### src/rtl/alu_arbiter_pkg.sv
// Shared ALU types: the opcode encoding and the flag bundle exchanged between
// requesters, the arbiter and the combinational ALU.
package alu_arbiter_pkg;

  typedef enum logic [2:0] {
    ALU_OP_AND    = 3'd0,
    ALU_OP_OR     = 3'd1,
    ALU_OP_XOR    = 3'd2,
    ALU_OP_ADD    = 3'd3,
    ALU_OP_SUB    = 3'd4,
    ALU_OP_MUL    = 3'd5,
    ALU_OP_DIV    = 3'd6,
    ALU_OP_PASS_A = 3'd7
  } enum_alu_opcode_t;

  typedef struct packed {
    logic carry;
    logic zero;
    logic negative;
    logic overflow;
  } struct_alu_flag_t;

endpackage

### src/rtl/alu_arbiter.sv
// Round-robin arbiter sharing one combinational ALU between NUM_REQ requesters:
// grant, hold registered operands for EXEC_CYCLES, then return a tagged response.
module alu_arbiter
  import alu_arbiter_pkg::*;
#(
  parameter int NUM_REQ     = 4,
  parameter int DATA_WIDTH  = 16,
  parameter int EXEC_CYCLES = 1,
  localparam int ID_W       = $clog2(NUM_REQ),
  localparam int OP_W       = $bits(enum_alu_opcode_t)
) (
  input  logic                          clk,
  input  logic                          rst_n,
  input  logic [NUM_REQ-1:0]            req_valid,
  output logic [NUM_REQ-1:0]            req_ready,
  input  logic [NUM_REQ*DATA_WIDTH-1:0] req_a,
  input  logic [NUM_REQ*DATA_WIDTH-1:0] req_b,
  input  logic [NUM_REQ-1:0]            req_carry,
  input  logic [NUM_REQ*OP_W-1:0]       req_opcode,
  input  logic [NUM_REQ-1:0]            req_mode,
  output logic [DATA_WIDTH-1:0]         alu_in_a,
  output logic [DATA_WIDTH-1:0]         alu_in_b,
  output logic                          alu_input_carry,
  output enum_alu_opcode_t              alu_opcode,
  output logic                          alu_mode,
  input  logic [DATA_WIDTH-1:0]         alu_out,
  input  struct_alu_flag_t              alu_out_flag,
  output logic                          resp_valid,
  input  logic                          resp_ready,
  output logic [ID_W-1:0]               resp_id,
  output logic [DATA_WIDTH-1:0]         resp_data,
  output struct_alu_flag_t              resp_flag,
  output logic                          busy
);

  localparam int CNT_W = 4;

  typedef enum logic [1:0] {
    S_IDLE,
    S_EXEC,
    S_RESP
  } state_t;

  state_t                state, state_next;
  logic [ID_W-1:0]       rr_ptr;
  logic [ID_W-1:0]       winner;
  logic [ID_W-1:0]       id_q;
  logic [ID_W:0]         scan_idx;
  logic                  grant_found;
  logic                  handshake;
  logic                  exec_done;
  logic [CNT_W-1:0]      exec_cnt;

  logic [DATA_WIDTH-1:0] a_arr  [NUM_REQ];
  logic [DATA_WIDTH-1:0] b_arr  [NUM_REQ];
  enum_alu_opcode_t      op_arr [NUM_REQ];

  always_comb begin
    for (int i = 0; i < NUM_REQ; i++) begin
      a_arr[i]  = req_a[i*DATA_WIDTH +: DATA_WIDTH];
      b_arr[i]  = req_b[i*DATA_WIDTH +: DATA_WIDTH];
      op_arr[i] = enum_alu_opcode_t'(req_opcode[i*OP_W +: OP_W]);
    end
  end

  // Scan upward from rr_ptr with wrap; the first pending requester wins.
  always_comb begin
    // NOTE: every combinational output gets a default first so no path infers a latch.
    grant_found = 1'b0;
    winner      = '0;
    scan_idx    = '0;
    for (int off = 0; off < NUM_REQ; off++) begin
      scan_idx = {1'b0, rr_ptr} + (ID_W+1)'(off);
      if (scan_idx >= (ID_W+1)'(NUM_REQ)) begin
        scan_idx = scan_idx - (ID_W+1)'(NUM_REQ);
      end
      if (!grant_found && req_valid[scan_idx[ID_W-1:0]]) begin
        grant_found = 1'b1;
        winner      = scan_idx[ID_W-1:0];
      end
    end
  end

  assign handshake  = (state == S_IDLE) && grant_found;
  assign req_ready  = handshake ? (NUM_REQ'(1) << winner) : '0;
  assign exec_done  = (state == S_EXEC) && (exec_cnt == '0);
  assign resp_valid = (state == S_RESP);
  assign busy       = (state != S_IDLE);

  always_comb begin
    state_next = state;
    unique case (state)
      S_IDLE:  if (handshake)  state_next = S_EXEC;
      S_EXEC:  if (exec_done)  state_next = S_RESP;
      S_RESP:  if (resp_ready) state_next = S_IDLE;
      default: state_next = S_IDLE;
    endcase
  end

  always_ff @(posedge clk or negedge rst_n) begin
    if (!rst_n) begin
      state <= S_IDLE;
    end else begin
      state <= state_next;
    end
  end

  // ALU operand registers are only rewritten by the next grant, so the last
  // operation stays visible on the ALU after completion.
  always_ff @(posedge clk or negedge rst_n) begin
    if (!rst_n) begin
      rr_ptr          <= '0;
      id_q            <= '0;
      exec_cnt        <= '0;
      alu_in_a        <= '0;
      alu_in_b        <= '0;
      alu_input_carry <= 1'b0;
      alu_opcode      <= ALU_OP_AND;
      alu_mode        <= 1'b0;
      resp_id         <= '0;
      resp_data       <= '0;
      resp_flag       <= '0;
    end else if (handshake) begin
      // NOTE: non-blocking for all registered state so same-edge reads see pre-edge values.
      alu_in_a        <= a_arr[winner];
      alu_in_b        <= b_arr[winner];
      alu_input_carry <= req_carry[winner];
      alu_opcode      <= op_arr[winner];
      alu_mode        <= req_mode[winner];
      id_q            <= winner;
      exec_cnt        <= CNT_W'(EXEC_CYCLES - 1);
      rr_ptr          <= (winner == ID_W'(NUM_REQ - 1)) ? '0 : winner + ID_W'(1);
    end else if (state == S_EXEC) begin
      if (exec_cnt == '0) begin
        resp_data <= alu_out;
        resp_flag <= alu_out_flag;
        resp_id   <= id_q;
      end else begin
        exec_cnt <= exec_cnt - CNT_W'(1);
      end
    end
  end

endmodule
### config.mk
export PLATFORM = sky130hd
export DESIGN_NAME = alu_arbiter
export DESIGN_NICKNAME = d
export VERILOG_FILES = /design/src/rtl/alu_arbiter_pkg.sv /design/src/rtl/alu_arbiter.sv
export SDC_FILE = /design/constraint.sdc
export NUM_CORES = 1
export LEC_CHECK = 0
export BUFFER_PORTS_ARGS = -buffer_cell sky130_fd_sc_hd__buf_4
export CAP_MARGIN = 10
export CORE_MARGIN = 4
export CORE_UTILIZATION = 43
export DETAILED_ROUTE_END_ITERATION = 8
export PLACE_DENSITY = 0.89
export SYNTH_ARGS = -nofsm -noshare
export SYNTH_HDL_FRONTEND = slang
export SYNTH_SLANG_ARGS = --single-unit
### constraint.sdc
create_clock -name clk -period 2.35 [get_ports clk]
set_input_delay 0.235 -clock clk [delete_from_list [all_inputs] [get_ports clk]]
set_output_delay 0.235 -clock clk [all_outputs]
set_load 0.03 [all_outputs]
# --- After elaboration in Yosys (flattened, before gate mapping) ---
# Cells that the tools add are included.
op_classes:
  n_addsub: 9
  multipliers: 0
  div_mod_pow: 0
  order_cmp: 10
  n_eq_ne: 7
  shift: 1
  mux: 42
  bitwise_logic: 2
  reduce_logical: 15
ops:
  columns: ["cell", "count"]
  rows:
  - ["16-bit binary-select mux with 2-bit select", 2]
  - ["16-bit two-way mux", 4]
  - ["2-bit two-way mux", 12]
  - ["4-bit two-way mux", 4]
  - ["2-bit by 3-bit less-than comparator with 1-bit output, second input constant", 5]
  - ["1-bit binary-select mux with 2-bit select", 6]
  - ["3-bit greater-or-equal comparator, second input constant", 4]
  - ["1-bit two-way mux", 10]
  - ["2-bit by 1-bit subtractor with 2-bit output, second input constant", 4]
  - ["2-bit by 2-bit adder with 3-bit output, second input constant", 2]
  - ["3-bit binary-select mux with 2-bit select", 1]
  - ["3-bit two-way mux", 2]
  - ["2-bit inequality test, second input constant", 3]
  - ["2-bit case mux with 3 select lines", 1]
  - ["3-bit AND reduction", 2]
  - ["1-bit logical AND", 5]
  - ["2-bit == test, second input constant", 2]
  - ["4-bit zero test", 1]
  - ["2-bit nonzero test", 2]
  - ["1-bit by 2-bit << shifter with 4-bit output, first input constant", 1]
  - ["4-bit by 1-bit subtractor with 4-bit output, second input constant", 1]
  - ["2-bit by 1-bit adder with 3-bit output, second input constant", 1]
  - ["2-bit by 3-bit greater-or-equal comparator with 1-bit output, second input constant", 1]
  - ["1-bit zero test", 3]
  - ["7 further kinds", 7]
totals:
  reg_bits: 69
  latch_bits: 0
  ramBits: 0
  romBits: 0
  out_inout_bits: 65
  n_memories: 0

# --- Logic depth before layout (Yosys ltp) ---
# Gate-level depths: netlist (run 1).
depth:
  word_depth: 18
  depth_mapped: 9

# --- Worst setup path before layout (run 1) ---
# OpenSTA, ideal clock, no wires.
synth_path:
  kind: "register -> output"
  startpoint: "register state[1]"
  endpoint: "output req_ready[0]"
  arrival_ns: 1.856
  required_time_ns: 2.115
  setup_slack_ns: 0.259
  path_stages_with_launch: 7
  cell_sequence: "dfrtp_1 or2_1 a21oi_4 o21ai_1 buf_2 buf_4 nor2_1"
synth_between:
  elab_chain_len: 3
synth_rtl:
  columns: ["item", "line", "rtl"]
  rows:
  - ["from (decl)", "alu_arbiter.sv:44", "state_t state, state_next;"]
  - ["from (signal assigned)", "alu_arbiter.sv:104", "state <= state_next;"]
  - ["2-bit zero test", "alu_arbiter.sv:84", "assign handshake = (state == S_IDLE) && grant_found;"]
  - ["1-bit logical AND", "alu_arbiter.sv:84", null]
  - ["4-bit two-way mux", "alu_arbiter.sv:85", "assign req_ready = handshake ? (NUM_REQ'(1) << winner) : '0;"]
  - ["to (decl)", "alu_arbiter.sv:15", "output logic [NUM_REQ-1:0] req_ready,"]
# No other way between the ends.

# --- Worst setup path in the final report (run 1) ---
layout_path:
  startpoint: "register rr_ptr[0]"
  endpoint: "output req_ready[0]"
layout_between:
  elab_chain_len: 16
  elab_cells_between_ends: 40
  classes_between: "add/sub (7); order compare (4); shift (1); mux (21); reduce/logical (7)"
layout_rtl:
  columns: ["item", "line", "rtl"]
  rows:
  - ["from (decl)", "alu_arbiter.sv:45", "logic [ID_W-1:0] rr_ptr;"]
  - ["from (signal assigned)", "alu_arbiter.sv:132", "rr_ptr <= (winner == ID_W'(NUM_REQ - 1)) ? '0 : winner + ID_W'(1);"]
  - ["branches (longest 15 deep; another with 2-bit by 1-bit adder with 3-bit output)", null, null]
  - ["4-bit two-way mux (*)", "alu_arbiter.sv:85", null]
# Every way passes the cells marked *. The select of a mux whose other input is x is not followed.

==> results of run 1 <==
-- worst max-delay path: stages, from the launching register on --
cell	delay [ns]
dfrtp_1	0.46
nor3b_1	0.29
a211oi_2	0.11
o21ai_4	0.46
nor2_1	0.10
buf_4	0.19
-- power breakdown --
group | switching (uW) | total (uW) | internal, uW
combinational | 2720 | 4700 | 1980
clock | 476 | 1080 | 603
sequential | 350 | 2150 | 1800
-- flip-flops by register name, indices dropped and copies added (netlist names) --
| signal | count |
|---|---|
| id_q | 2 |
| alu_opcode | 3 |
| rr_ptr | 2 |
| alu_in_a | 16 |
| alu_in_b | 16 |
| state | 2 |
| resp_flag | 4 |
| exec_cnt | 4 |
| alu_input_carry | 1 |
| alu_mode | 1 |
| resp_id | 2 |
| resp_data | 16 |
-- kinds of logic after synthesis --
group                    Yosys count
multiplexers                      97
flip-flops                        69
AND/OR/NAND/NOR                   67
AO/OA/AOI/OAI                     48
buffers and inverters             30
XOR/XNOR                           3
adder cells (fa/ha/maj)            3
-- layer usage --
layer  track usage, %  wire [um]
met1             24.6       4230
met2             41.2       6340
met3             5.77        939
met4             7.56        232
met5                0          0
-- what timing repair did --
item,4_1_cts,5_1_grt
endpoints found under the setup margin,0,3
hold buffers,0,0
gates resized for setup,0,2
-- worst max path at each step --
| stage | start | to | slack (ns) | cells past startpoint |
|---|---|---|---|---|
| detailed placement | rr_ptr[1]$_DFFE_PN0P_ | alu_opcode[2]$_DFFE_PN0P_ | 0.31 | 6 |
| finish | rr_ptr[0]$_DFFE_PN0P_ | req_ready[0] | 0.15 | 5 |
| global placement | rr_ptr[1]$_DFFE_PN0P_ | alu_opcode[2]$_DFFE_PN0P_ | 0.40 | 6 |
| floorplan | state[1]$_DFFE_PN0P_ | req_ready[0] | 0.26 | 6 |
| CTS | rr_ptr[0]$_DFFE_PN0P_ | req_ready[3] | 0.03 | 6 |
| global route | rr_ptr[0]$_DFFE_PN0P_ | req_ready[0] | -0.004 | 5 |
-- area by class of cell --
cell class                      count  area share, %
Clock buffer                        9           2.15
Clock inverter                      7           1.72
Inverter                            6          0.391
Multi-Input combinational cell    218           31.0
Sequential cell                    69           30.0
Tap cell                          105           2.28
Timing Repair Buffer              247           32.5
-- per-stage QoR --
step	total power (uW)	hold WS (ns)	area (um^2)	setup slack, ns	utilization [%]
finish	7920	0.0120	5760	0.151	69.8
global placement	6700	0.387	5530	0.404	67.0
floorplan	5220	-0.0606	3660	0.259	-
CTS	7970	0.0368	5750	0.0268	69.7
detailed placement	6870	0.408	5530	0.307	67.0
global route	8380	0.0672	5760	-0.00395	69.8
-- cell usage after synthesis (all sizes together) --
| master | instances | area, um^2 |
|---|---|---|
| xnor2 | 3 | 26.3 |
| nor3b | 2 | 15.0 |
| nor2 | 12 | 45.0 |
| or2 | 1 | 6.26 |
| a211oi | 1 | 7.51 |
| clkbuf | 8 | 30.0 |
| nand3b | 1 | 7.51 |
| a21o | 1 | 7.51 |
| a21oi | 2 | 21.3 |
| o221ai | 38 | 339 |
| or3b | 1 | 8.76 |
| o31ai | 1 | 7.51 |
| nor4 | 1 | 12.5 |
| buf | 16 | 118 |
| nand2 | 46 | 173 |
| mux2i | 75 | 751 |
| dfrtp | 69 | 1730 |
| a21boi | 1 | 7.51 |
| o21ai | 4 | 20.0 |
| ha | 3 | 37.5 |
| and2 | 1 | 6.26 |
| inv | 6 | 22.5 |
| mux2 | 22 | 248 |
| nand2b | 2 | 12.5 |
==> impl_metrics.csv, run 1 <==
group,metric,value,unit
finish,area_delta_synth_final,57.6,%
hold_path,min_path_type,"input pin to asynchronous set/reset pin",
critical_path,ff2ff_path_depth,5,
global_routing,antenna_found_initial,0,
route,first_pass_iters,4,
die,die_y,100,um
clock_tree,cts_setup_buffers,0,
timing,tightest_slew,0.860,ns
synthesis,yosysWarnings,0,
route,wl,11700,um
global_routing,grt_max_degree,70,
finish,drive_gt1_share,52.3,%
finish,finalNonFillerCells,661,
finish,diodes,0,
global_routing,track_usage,22.3,%
power_and_ir_drop,p_leak,0.00304,uW
timing,finClkSkew,0.0116,ns
synthesis,yosysSeqAreaShare,47.2,%
critical_path,critPathKind,"flip-flop to output port",
timing,tns,0,ns
synthesis,synthXorXnorAreaFrac,0.719,%
synthesis,yosys.area_share.simple,7.84,%
finish,regArea,1730,um^2
die,floorplan.rows,33,
placement,hpwlAfterDp,9240,um
clock_tree,worst_skew_pair.late_latency,0.34,ns
clock_tree,tritoncts,"built",
finish,fill_cells,643,
finish,multiInputGateArea,1790,um^2
critical_path,critical_path.endpoint_type,"output port",
die,dieArea,10000,um^2
clock_tree,cts_num_sinks,69,
critical_path,cp.required,2.12,ns
clock_tree,path_clk_slew,0.08,ns
power_and_ir_drop,peakVddDrop,0.000904,V
die,io_pins,240,
die,die_x,100,um
global_routing,grt_pass1_wl,17900,um
outcome,outcome,"complete, no violations",
critical_path,crit_path_start_kind,"flip-flop",
synthesis,synth_adder_area_share,1.03,%
route,drcViolationCount,0,
timing,finalCriticalPeriod,2.20,ns
critical_path,rrSetupSlack,0.32,ns
timing,relSlewSlack,42.7,%
critical_path,worstPathArrival,1.96,ns
die,core-area,8260,um^2
critical_path,timing.rr.start,"rr_ptr[0]$_DFFE_PN0P_",
critical_path,r2r_end,"alu_in_a[6]$_DFFE_PN0P_",
clock_tree,cts_buffers,9,
timing,period_share,93.6,%
finish,final_common_cell,"buf_4",
global_routing,grt_pass1_vias,3836,
route,via_per_inst,5.33,
finish,fin_nets,729,
synthesis,syn_inst,317,
critical_path,crit_fanout,18,
global_routing,overflow,0,
power_and_ir_drop,power_density,1380,nW/um^2
die,start_util,44.3,%
synthesis,synth_mux_area_share,27.3,%
timing,setup_violations,0,
placement,io_buffers,239,
clock_tree,root_buffer,"clkbuf_8",
synthesis,synthDistinctLibCells,30,
synthesis,ys_seq_elements,69,
placement,gp_congestion,0.773,
timing,slew_viol_final,0,
timing,max_freq,455,MHz
clock_tree,h-tree-depth,3,
route,drt_iter0_markers,62,
synthesis,syn_nets,495,
synthesis,synth_top_family_by_area,"multiplexers",
route,drtAntennaViolNets,0,
run,cap_violations,0,
synthesis,syn_area_per_cell,11.5,um^2
synthesis,synthesis.area,3660,um^2
route,wl_per_cell,17.8,um
clock_tree,clk_path_buf_depth,2,
synthesis,synth_compound_area_share,11.2,%
route,vias,3522,
timing,hold_violations,0,
finish,final_cell_mix,"245 x buf_4, 75 x mux2i_1, 69 x dfrtp_1",
placement,dp.cells,645,
No activity file was read; power rests on OpenSTA's default activity.
==> run 2: changes to the inputs <==
Settings changed: CORE_ASPECT_RATIO set to 0.75.
==> impl_metrics.csv, run 2 (synthesis results as in run 1) <==
group,metric,value,unit
clock_tree,root_buffer,"clkbuf_16",
timing,max_freq,457,MHz
finish,fin_util,72.7,%
critical_path,crit_path_start_kind,"flip-flop",
power_and_ir_drop,p_leak,0.00310,uW
clock_tree,cts_setup_buffers,0,
global_routing,overflow,0,
die,floorplan.rows,28,
run,cap_violations,0,
clock_tree,tritoncts,"built",
timing,holdWs,-0.000657,ns
finish,drive_gt1_share,52.3,%
die,io_pins,240,
finish,area_delta_synth_final,60.8,%
global_routing,grt_max_degree,70,
clock_tree,cts_buffers,9,
critical_path,critical_path.endpoint_type,"output port",
global_routing,track_usage,22.8,%
critical_path,rrSetupSlack,0.38,ns
placement,gp_congestion,0.843,
timing,finClkSkew,0.00556,ns
critical_path,path_cells,"inv_1, a21boi_1, o221ai_4, buf_4, nor2_1, buf_4",
timing,setup_violations,0,
route,first_pass_iters,4,
die,start_util,45.2,%
route,vias,3534,
hold_path,min_path_type,"input pin to asynchronous set/reset pin",
finish,finalNonFillerCells,661,
global_routing,grt_pass1_vias,3840,
route,wl,11600,um
clock_tree,clk_path_buf_depth,2,
timing,period_share,93.0,%
critical_path,ff2ff_path_depth,5,
timing,slew_viol_final,0,
finish,final_cell_mix,"247 x buf_4, 75 x mux2i_1, 69 x dfrtp_1",
power_and_ir_drop,peakVddDrop,0.000785,V
critical_path,slowest_delay,0.44,ns
clock_tree,path_clk_slew,0.06,ns
finish,fill_cells,551,
timing,relSlewSlack,43.2,%
placement,hpwlAfterDp,9230,um
critical_path,path_buf_inv,3,
global_routing,grt_pass1_wl,18300,um
power_and_ir_drop,power_density,1430,nW/um^2
timing,tightest_slew,0.853,ns
critical_path,crit_family,"buffers and inverters",
die,die_y,87.9,um
die,core-area,8090,um^2
critical_path,crit_path_top_delay_cell,"dfrtp_1",
finish,design_area,5880,um^2
route,drcViolationCount,0,
timing,finalCriticalPeriod,2.19,ns
route,wl_per_cell,17.6,um
clock_tree,cts_num_sinks,69,
critical_path,critPathKind,"flip-flop to output port",
placement,dp.cells,646,
critical_path,worstPathArrival,1.95,ns
placement,placed_cell_area,5540,um^2
clock_tree,h-tree-depth,3,
critical_path,crit_path_frequent_cell,"buf_4",
finish,diodes,0,
critical_path,crit_fanout,24,
finish,reg_top3,"alu_in_a x16, alu_in_b x16, resp_data x16",
critical_path,r2r_end,"alu_in_b[1]$_DFFE_PN0P_",
timing,rsz0062_at_grt,"false",
finish,fin_nets,730,
outcome,violations,"negative hold slack",
clock_tree,worst_skew_pair.late_latency,0.32,ns
die,die_x,114,um
route,via_per_inst,5.35,
route,drt_iter0_markers,201,
finish,final_common_cell,"buf_4",
critical_path,timing.rr.start,"rr_ptr[0]$_DFFE_PN0P_",
placement,io_buffers,239,
outcome,outcome,"complete, but fails checks",
timing,hold_violations,1,
timing,tns,0,ns
die,dieArea,10100,um^2
route,drtAntennaViolNets,0,
critical_path,cp.required,2.12,ns
global_routing,antenna_found_initial,0,
run 2: changes by cell type in the layout (fill, tap and decap cells not counted):
| cell | before | now |
|---|---|---|
| clkbuf_16 | 0 | 9 |
| buf_4 | 245 | 247 |
| buf_6 | 1 | 0 |
| inv_6 | 1 | 0 |
| bufinv_16 | 2 | 3 |
| clkbuf_8 | 9 | 0 |
| clkinvlp_4 | 1 | 0 |
run 2: cell type report:
class                   instances  area, um^2  area share, %
inverters                       6        22.5          0.383
clock inverters                 6         113           1.92
multi-input cells             218        1790           30.4
flip-flops and latches         69        1730           29.4
well taps                     105         131           2.23
clock buffers                   9         225           3.83
repair buffers                248        1870           31.9
run 2: worst reg2reg max path, stage by stage (launching register included):
cell	delay, ns
dfrtp_1	0.44
nor3b_1	0.27
a211oi_2	0.11
o21ai_4	0.48
buf_4	0.36
o221ai_1	0.18
run 2: power breakdown:
part,switching (uW),internal (uW)
clock network,488,1030
registers,352,1800
logic,2730,1980
run 2: layer usage:
layer	share of wire (%)	GRT usage (%)	up-vias
li1	-	-	1639
met1	38	26.7	1717
met2	52	41.2	161
met3	8.3	6.56	17
met4	1.8	6.47	0
met5	0	0	-
run 2: worst max-delay path by stage:
stage                          startpoint           end  slack [ns]  cells past startpoint
CTS                 rr_ptr[0]$_DFFE_PN0P_  req_ready[3]        0.04                      6
floorplan            state[1]$_DFFE_PN0P_  req_ready[0]        0.26                      6
global placement    rr_ptr[0]$_DFFE_PN0P_  req_ready[3]        0.46                      6
global route        rr_ptr[0]$_DFFE_PN0P_  req_ready[1]        0.01                      5
detailed placement  rr_ptr[0]$_DFFE_PN0P_  req_ready[3]        0.40                      6
finish              rr_ptr[1]$_DFFE_PN0P_  req_ready[1]        0.16                      6
run 2: through the flow:
stage          power (uW)  worst slack, ns  hold slack (ns)
2_1_floorplan        5220            0.259          -0.0606
3_3_place_gp         6710            0.463            0.388
3_5_place_dp         6900            0.396            0.404
4_1_cts              8440           0.0450           0.0583
5_1_grt              8860           0.0125           0.0945
6_report             8380            0.164        -0.000657
run 2: timing repair:
| action | 4_1_cts | 5_1_grt |
|---|---|---|
| resized for setup | 0 | 1 |
| endpoints found under the hold margin | 0 | 0 |
| hold buffers | 0 | 0 |
| endpoints found under the setup margin | 0 | 3 |
==> run 3: changes to the inputs <==
--- a/config.mk
+++ b/config.mk
@@ -12,2 +12,3 @@
 export CORE_UTILIZATION = 43
+export CTS_CLUSTER_DIAMETER = 120
 export DETAILED_ROUTE_END_ITERATION = 8
==> constraint.sdc (replaced) <==
create_clock -name clk -period 2.35 [get_ports clk]
set_input_delay 0.1175 -clock clk [delete_from_list [all_inputs] [get_ports clk]]
set_output_delay 0.1175 -clock clk [all_outputs]
set_load 0.03 [all_outputs]
==> impl_metrics.csv, run 3 (synthesis results as in run 1) <==
group,metric,value,unit
power_and_ir_drop,p_leak,0.00310,uW
timing,tightest_slew,1.00,ns
global_routing,grt_pass1_wl,19000,um
critical_path,worstPathArrival,2.17,ns
timing,finClkSkew,0.00654,ns
finish,final_common_cell,"buf_4",
critical_path,path_cells,"inv_1, a21boi_1, o221ai_4, buf_12, inv_2, ha_1, and2_1, buf_4",
power_and_ir_drop,power.switching,3680,uW
power_and_ir_drop,power_density,1410,nW/um^2
finish,drive_gt1_share,52.6,%
hold_path,min_path_cells,2,
critical_path,crit_fanout,19,
global_routing,overflow,0,
route,vias,3591,
critical_path,rrSetupSlack,0.29,ns
critical_path,ff2ff_path_depth,4,
timing,finalCriticalPeriod,2.29,ns
critical_path,crit_path_top_delay_cell,"dfrtp_2",
die,die_y,87.9,um
clock_tree,path_clk_slew,0.06,ns
route,drcViolationCount,0,
clock_tree,tritoncts,"built",
power_and_ir_drop,switching_share,44.1,%
die,die_x,114,um
run,cap_violations,0,
timing,setup_violations,0,
finish,design_area,5910,um^2
route,via_per_inst,5.41,
critical_path,timing.rr.start,"rr_ptr[0]$_DFFE_PN0P_",
clock_tree,h-tree-depth,3,
critical_path,slowest_delay,0.46,ns
power_and_ir_drop,p_seq_share,26.1,%
timing,setup_ws,0.0636,ns
critical_path,crit_path_start_kind,"flip-flop",
clock_tree,clk_path_buf_depth,2,
critical_path,crit_family,"buffers and inverters",
power_and_ir_drop,p_int,4670,uW
finish,reg_top3,"alu_in_a x16, alu_in_b x16, resp_data x16",
hold_path,worstHoldStart,"alu_out[12]",
placement,placed_cell_area,5530,um^2
timing,relSlewSlack,33.2,%
power_and_ir_drop,power,8350,uW
clock_tree,cts_buffers,9,
clock_tree,root_buffer,"clkbuf_16",
critical_path,crit_cells,8,
clock_tree,cts_num_sinks,69,
outcome,outcome,"complete, no violations",
timing,slew_viol_final,0,
global_routing,grt_max_degree,70,
route,wl_per_cell,18.7,um
finish,area_delta_synth_final,61.6,%
placement,pre_cts_ws,0.295,ns
timing,max_freq,437,MHz
route,drtAntennaViolNets,0,
route,first_pass_iters,4,
hold_path,min_path_type,"input pin to flip-flop",
finish,fill_cells,578,
critical_path,path_buf_inv,4,
route,wl,12400,um
global_routing,track_usage,24.2,%
critical_path,critical_path.endpoint_type,"output port",
hold_path,holdPathEnd,"resp_data[12]$_DFFE_PN0P_",
power_and_ir_drop,clock_power_share,16.1,%
power_and_ir_drop,peakVddDrop,0.000868,V
power_and_ir_drop,power_frac_comb,57.8,%
die,floorplan.rows,28,
critical_path,r2r_end,"alu_in_b[12]$_DFFE_PN0P_",
placement,gp_congestion,0.803,
route,drt_iter0_markers,142,
finish,final_cell_mix,"244 x buf_4, 75 x mux2i_1, 68 x dfrtp_1",
die,core-area,8090,um^2
finish,diodes,0,
finish,fin_util,73.0,%
timing,period_share,97.3,%
global_routing,antenna_found_initial,0,
timing,hold_violations,0,
global_routing,grt_pass1_vias,3920,
die,dieArea,10100,um^2
die,io_pins,240,
timing,tns,0,ns
placement,io_buffers,239,
finish,fin_nets,732,
critical_path,cp.required,2.23,ns
critical_path,critPathKind,"flip-flop to output port",
clock_tree,worst_skew_pair.late_latency,0.32,ns
die,start_util,45.2,%
placement,hpwlAfterDp,9200,um
## run 3: cell types whose count changed in the layout (fill, tap and decap cells not counted), moves of 2 or more
cell,before,now
clkinv_4,2,0
dlygate4sd3_1,0,2
bufinv_16,3,1
clkinvlp_4,0,3
buf_4,247,244
## run 3: layout make-up
| type | instances | area (um^2) | area share [%] |
|---|---|---|---|
| timing repair buffer | 249 | 1920 | 32.4 |
| multi-input combinational | 219 | 1810 | 30.6 |
| sequential | 69 | 1730 | 29.2 |
| clock buffer | 10 | 239 | 4.04 |
| tap | 105 | 131 | 2.22 |
| clock inverter | 6 | 62.6 | 1.06 |
| inverter | 6 | 22.5 | 0.381 |
## run 3: how the worst max path moves through the flow
stage,from,end,slack [ns]
2_1_floorplan,state[1]$_DFFE_PN0P_,req_ready[0],0.38
3_3_place_gp,rr_ptr[0]$_DFFE_PN0P_,req_ready[1],0.44
3_5_place_dp,rr_ptr[0]$_DFFE_PN0P_,alu_in_b[1]$_DFFE_PN0P_,0.30
4_1_cts,rr_ptr[0]$_DFFE_PN0P_,req_ready[2],0.02
5_1_grt,rr_ptr[1]$_DFFE_PN0P_,req_ready[3],-0.03
6_report,rr_ptr[1]$_DFFE_PN0P_,req_ready[3],0.06
## run 3: layer usage
| layer | global-route usage [%] | routed length, um | vias up |
|---|---|---|---|
| li1 | - | - | 1643 |
| met1 | 26.5 | 4540 | 1743 |
| met2 | 45.3 | 6640 | 184 |
| met3 | 6.70 | 1050 | 21 |
| met4 | 7.98 | 197 | 0 |
| met5 | 0 | 0 | - |
## run 3: power by group through the flow
stage | combinational (uW) | sequential (uW) | clock (uW)
detailed placement | 4730 | 2170 | 0
CTS | 4810 | 2170 | 1370
finish | 4830 | 2180 | 1340
global placement | 4580 | 2120 | 0
floorplan | 2110 | 3110 | 0
global route | 5130 | 2250 | 1430
## run 3: what timing repair did
action	4_1_cts	5_1_grt
hold buffers	2	0
cloned	1	1
setup buffers	0	0
setup endpoints to repair	2	4
resized for setup	1	3
endpoints found under the hold margin	70	0
pin swaps	1	2
## run 3: per-stage QoR
| step | instances | hold WS (ns) |
|---|---|---|
| final | 664 | 0.0242 |
| after global placement | 644 | 0.273 |
| after detailed placement | 644 | 0.293 |
| after global routing | 664 | 0.0179 |
| after floorplan | 317 | -0.178 |
| after CTS | 663 | 0.0148 |
